### src/rtl/pc_pkg.sv
// Shared definitions for the program-counter unit: next-PC select encoding
// and default geometry.
package pc_pkg;

    localparam int unsigned PC_WIDTH_DEFAULT  = 32;
    localparam int unsigned RAS_DEPTH_DEFAULT = 4;

    // Source of the next fetch PC, chosen by the request priority encoder.
    typedef enum logic [2:0] {
        SEL_SEQ,
        SEL_BR,
        SEL_JUMP,
        SEL_CALL,
        SEL_RET
    } next_sel_t;

endpackage : pc_pkg

### src/rtl/return_stack.sv
// Circular return-address stack. A push while full overwrites the oldest
// entry and sets a sticky overflow flag. A pop while empty is ignored.
module return_stack
    import pc_pkg::*;
#(
    parameter int unsigned WIDTH     = PC_WIDTH_DEFAULT,
    parameter int unsigned RAS_DEPTH = RAS_DEPTH_DEFAULT
) (
    input  logic             clk,
    input  logic             reset,
    input  logic             push,
    input  logic             pop,
    input  logic [WIDTH-1:0] push_data,
    output logic [WIDTH-1:0] top,
    output logic             empty,
    output logic             full,
    output logic             overflow
);

    localparam int unsigned PW = $clog2(RAS_DEPTH);
    localparam logic [PW:0] FULL_COUNT = (PW+1)'(RAS_DEPTH);

    logic [WIDTH-1:0] mem [RAS_DEPTH];
    logic [PW-1:0]    ptr;
    logic [PW:0]      count;

    assign empty = (count == '0);
    assign full  = (count == FULL_COUNT);
    assign top   = mem[ptr - 1'b1];

    // Pointer, occupancy and overflow bookkeeping.
    always_ff @(posedge clk) begin
        if (reset) begin
            ptr      <= '0;
            count    <= '0;
            overflow <= 1'b0;
        end else if (push) begin
            ptr <= ptr + 1'b1;
            if (full) begin
                overflow <= 1'b1;
            end else begin
                count <= count + 1'b1;
            end
        end else if (pop && !empty) begin
            ptr   <= ptr - 1'b1;
            count <= count - 1'b1;
        end
    end

    // Entry storage; contents need no reset since count gates their use.
    always_ff @(posedge clk) begin
        if (push && !reset) begin
            mem[ptr] <= push_data;
        end
    end

endmodule : return_stack

### src/rtl/pc_unit.sv
// Program-counter unit: fetch PC register, request priority encoder,
// next-PC adders and the return-address stack.
module pc_unit
    import pc_pkg::*;
#(
    parameter int unsigned       WIDTH     = PC_WIDTH_DEFAULT,
    parameter logic [WIDTH-1:0]  RESET_PC  = '0,
    parameter int unsigned       STEP      = 1,
    parameter int unsigned       RAS_DEPTH = RAS_DEPTH_DEFAULT
) (
    input  logic             clk,
    input  logic             reset,
    input  logic             enable,
    input  logic             jump,
    input  logic [WIDTH-1:0] jump_target,
    input  logic             call,
    input  logic [WIDTH-1:0] call_target,
    input  logic             ret,
    input  logic             br_taken,
    input  logic [WIDTH-1:0] br_offset,
    output logic [WIDTH-1:0] pc,
    output logic [WIDTH-1:0] pc_plus,
    output logic             ras_empty,
    output logic             ras_full,
    output logic             ras_overflow,
    output logic             ras_underflow
);

    next_sel_t        sel;
    logic [WIDTH-1:0] next_pc;
    logic [WIDTH-1:0] ras_top;
    logic             ras_push;
    logic             ras_pop;
    logic             underflow_req;

    assign pc_plus = pc + WIDTH'(STEP);

    // Priority encoder: jump > ret > call > br_taken > sequential.
    // A ret on an empty stack still wins priority but falls back to sequential.
    always_comb begin
        sel           = SEL_SEQ;
        underflow_req = 1'b0;
        if (jump) begin
            sel = SEL_JUMP;
        end else if (ret) begin
            if (ras_empty) begin
                underflow_req = 1'b1;
            end else begin
                sel = SEL_RET;
            end
        end else if (call) begin
            sel = SEL_CALL;
        end else if (br_taken) begin
            sel = SEL_BR;
        end
    end

    // Next-PC mux over the selected source.
    always_comb begin
        next_pc = pc_plus;
        unique case (sel)
            SEL_SEQ:  next_pc = pc_plus;
            SEL_BR:   next_pc = pc_plus + br_offset;
            SEL_JUMP: next_pc = jump_target;
            SEL_CALL: next_pc = call_target;
            SEL_RET:  next_pc = ras_top;
            default:  next_pc = pc_plus;
        endcase
    end

    assign ras_push = enable && !reset && (sel == SEL_CALL);
    assign ras_pop  = enable && !reset && (sel == SEL_RET);

    // PC register: holds while stalled.
    always_ff @(posedge clk) begin
        if (reset) begin
            pc <= RESET_PC;
        end else if (enable) begin
            pc <= next_pc;
        end
    end

    // Underflow is a one-cycle pulse and drops during a stall.
    always_ff @(posedge clk) begin
        if (reset) begin
            ras_underflow <= 1'b0;
        end else begin
            ras_underflow <= enable && underflow_req;
        end
    end

    return_stack #(
        .WIDTH     (WIDTH),
        .RAS_DEPTH (RAS_DEPTH)
    ) u_ras (
        .clk       (clk),
        .reset     (reset),
        .push      (ras_push),
        .pop       (ras_pop),
        .push_data (pc_plus),
        .top       (ras_top),
        .empty     (ras_empty),
        .full      (ras_full),
        .overflow  (ras_overflow)
    );

endmodule : pc_unit

### config.mk
export PLATFORM = sky130hd
export DESIGN_NAME = pc_unit
export DESIGN_NICKNAME = d
export VERILOG_FILES = /design/src/rtl/pc_pkg.sv /design/src/rtl/return_stack.sv /design/src/rtl/pc_unit.sv
export SDC_FILE = /design/constraint.sdc
export NUM_CORES = 1
export LEC_CHECK = 0
export BUFFER_PORTS_ARGS = -buffer_cell sky130_fd_sc_hd__buf_2
export CAP_MARGIN = 25
export CORE_ASPECT_RATIO = 0.8
export CORE_MARGIN = 3
export CORE_UTILIZATION = 52
export DETAILED_ROUTE_END_ITERATION = 16
export PLACE_DENSITY = 0.75
export REMOVE_ABC_BUFFERS = 1
export SYNTH_ARGS = -nofsm -noshare
export SYNTH_HDL_FRONTEND = slang
export SYNTH_HIERARCHICAL = 1
export SYNTH_SLANG_ARGS = --single-unit
### constraint.sdc
create_clock -name clk -period 9.2 [get_ports clk]
set_input_delay 2.3 -clock clk [delete_from_list [all_inputs] [get_ports clk]]
set_output_delay 2.3 -clock clk [all_outputs]
set_load 0.005 [all_outputs]
==> reports/metrics.csv <==
metric,value,unit
status,"complete, no violations",
Worst Path Required,6.90,ns
Leak,4.398,nW
TritonRoute pass-1 iters,8,
Total Wirelength,27.90,mm
Avg Vias per Cell,6.442,
vias,7892,
Startpoint Class,flip-flop,
critical path endpoint category,output pin,
initial DRC count,976,
Max-Cap Viols,0,
TritonCTS buffer count,17,
HPWL after DPL,18.98,mm
Hold WS,0.5295,ns
cell taking the most area after synthesis,edfxtp_1,
"EDFF count, synth",128,
fillcell total,1394,
post-CTS sizing,0,
"Max FO, Critical Path",7,
DR WL/cell,22.78,um
width of the die,157.3,um
largest net degree at the start of global routing,66,
post-CTS setup buffer count,0,
height of the die,127.0,um
CTS tree,built,
RSZ-0062 raised after global routing,false,
first-pass GRT wire length,42.03,mm
root buf cell,clkbuf_16,
placed instance area,10580,um2
fin util,0.6334,
R2R Setup Slk,4.42,ns
Synth Flop Type,edfxtp_1,
Period minus WS final,5.534,ns
GRT overflow,0,
hold crit path type,flip-flop to flip-flop,
met3 WL,3.537,mm
DRC Markers,0,
port buffer count,170,
clock-pin transition on the worst setup and hold timing paths,0.06,ns
Post-Syn Area,9520,um2
io pins,171,
peak supply drop,0.1441,mV
"Seq/Total Area, Yosys",0.4857,
Tcrit/Tclk final,0.6016,
Synth cell types,71,
floorplan row count,43,
Top Layer Used,met4,
H-tree depth,4,
antenna-violating nets left,0,
Synth top area share,0.4037,
warnings from Yosys,6,
number of hold buffers added after CTS,0,
PwrDens,166.3,nW/um2
fraction of registers with async set/reset,0,
post-route cell area,11180,um2
Worst Path Arrival,3.23,ns
"top cells by area, synth","edfxtp_1 (40%), dfxtp_1 (8.2%), mux4_2 (7.6%)",
Antenna Cells,0,
worst setup path class,flip-flop to output pin,
initial antenna violation count,0,
final setup fails,0,
M1 WL,11.87,mm
vias in the first global route,7293,
Worst slew margin,0.3980,
Post-Syn Area per Cell,11.48,um2
cells after synthesis,829,
GP Congestion,0.9036,
area added between synthesis and finish,17.40,%
Seq cells post-synth,167,
hold depth,2,
Least-Margin Pin Slew,0.9030,ns
final slew viol count,0,
die area,19980,um2
final net count,1134,
clock sinks,167,
All-Layer GR Usage,0.2778,
Starting Density,0.5395,
worst skew pair latency,0.43,ns
layout cells sized above 1,0.2670,
Final Skew,0.009186,ns
clk buf depth,2,
fmax,180.7,MHz
R2R cell count,17,
Setup TNS,0,ns
core box area,17650,um2
Met2 Routed Length,11.74,mm
Fin. Hold Viols,0,
-- state kept, by name (all words and copies together), names as in the netlist --
register        flops
ras_underflow       1
u_ras/overflow      1
u_ras/ptr           2
u_ras/mem         128
pc                 32
u_ras/count         3
-- cell usage after synthesis (23+ instances only) --
cell / number
edfxtp_1: 128
nand2_1: 72
nor2_1: 53
a21oi_1: 49
ha_1: 42
dfxtp_1: 39
xnor2_1: 35
clkbuf_1: 34
mux4_2: 32
nand3_1: 32
o21ai_0: 32
xor2_1: 24
a222oi_1: 23
-- cells in the final DEF (no fill, tap or decap), types with 11 or more instances in the layout --
master     instances
and3_1            13
a22oi_1           12
dfxtp_1           38
xor2_1            24
a222oi_1          23
buf_2            170
buf_4             13
nor2_1            53
a21oi_1           48
nand2_1           72
xnor2_1           35
mux4_2            32
ha_1              42
a31oi_1           11
edfxtp_1         128
o21ai_0           32
inv_1             16
a21o_1            15
nor3_1            11
clkbuf_16         17
nand3_1           32
-- metal layers --
| layer | vias up | track usage |
|---|---|---|
| li1 | 3562 | - |
| met1 | 3799 | 0.4233 |
| met2 | 473 | 0.3925 |
| met3 | 58 | 0.06570 |
| met4 | 0 | 0.09286 |
| met5 | - | 0 |
-- power breakdown --
part	internal, mW	total [mW]	switching, mW
Combinational	0.119	0.286	0.167
Sequential	0.826	0.846	0.0204
Clock	0.417	0.726	0.310
Total	1.36	1.86	0.497
-- cell type report --
cell class	count	area [um2]	share of cell area
clock inverter	13	141.4	0.01265
multi-input combinational	601	4663	0.4172
clock buffer	19	452.9	0.04052
timing repair buffer	183	948.4	0.08485
sequential	167	4626	0.4139
inverter	17	63.81	0.005709
tap	225	281.5	0.02519
-- worst paths after layout --
kind | from | endpoint
worst max-delay path | pc[0] | pc_plus[18]
worst min-delay path | u_ras/overflow | u_ras/overflow
worst max register to register | pc[0] | pc[25]
worst min register to register | u_ras/overflow | u_ras/overflow
-- worst max-delay path, cell delays in order (launching register included) --
cell and delay, ns:
dfxtp_1 0.45, ha_1 0.35, nand3_1 0.40, nor2_1 0.42
nand2_1 0.17, nor2_1 0.17, nand2_1 0.09, xnor2_1 0.52
buf_2 0.23
-- cell families after synthesis --
family                   Yosys count  synth area share
adder cells (fa/ha/maj)           44           0.05940
buffers and inverters             61           0.02681
AO/OA/AOI/OAI                    223            0.1636
flip-flops                       167            0.4857
XOR/XNOR                          61           0.05888
AND/OR/NAND/NOR                  241            0.1298
multiplexers                      32           0.07570
-- stage by stage --
stage	power [mW]	setup WS, ns	cells
3_3_place_gp	1.134	3.894	1193
6_report	1.859	3.666	1225
4_1_cts	1.858	3.682	1225
5_1_grt	1.923	3.472	1225
3_5_place_dp	1.140	3.710	1193
2_1_floorplan	1.028	3.103	785
No activity file was read; power rests on OpenSTA's default activity.
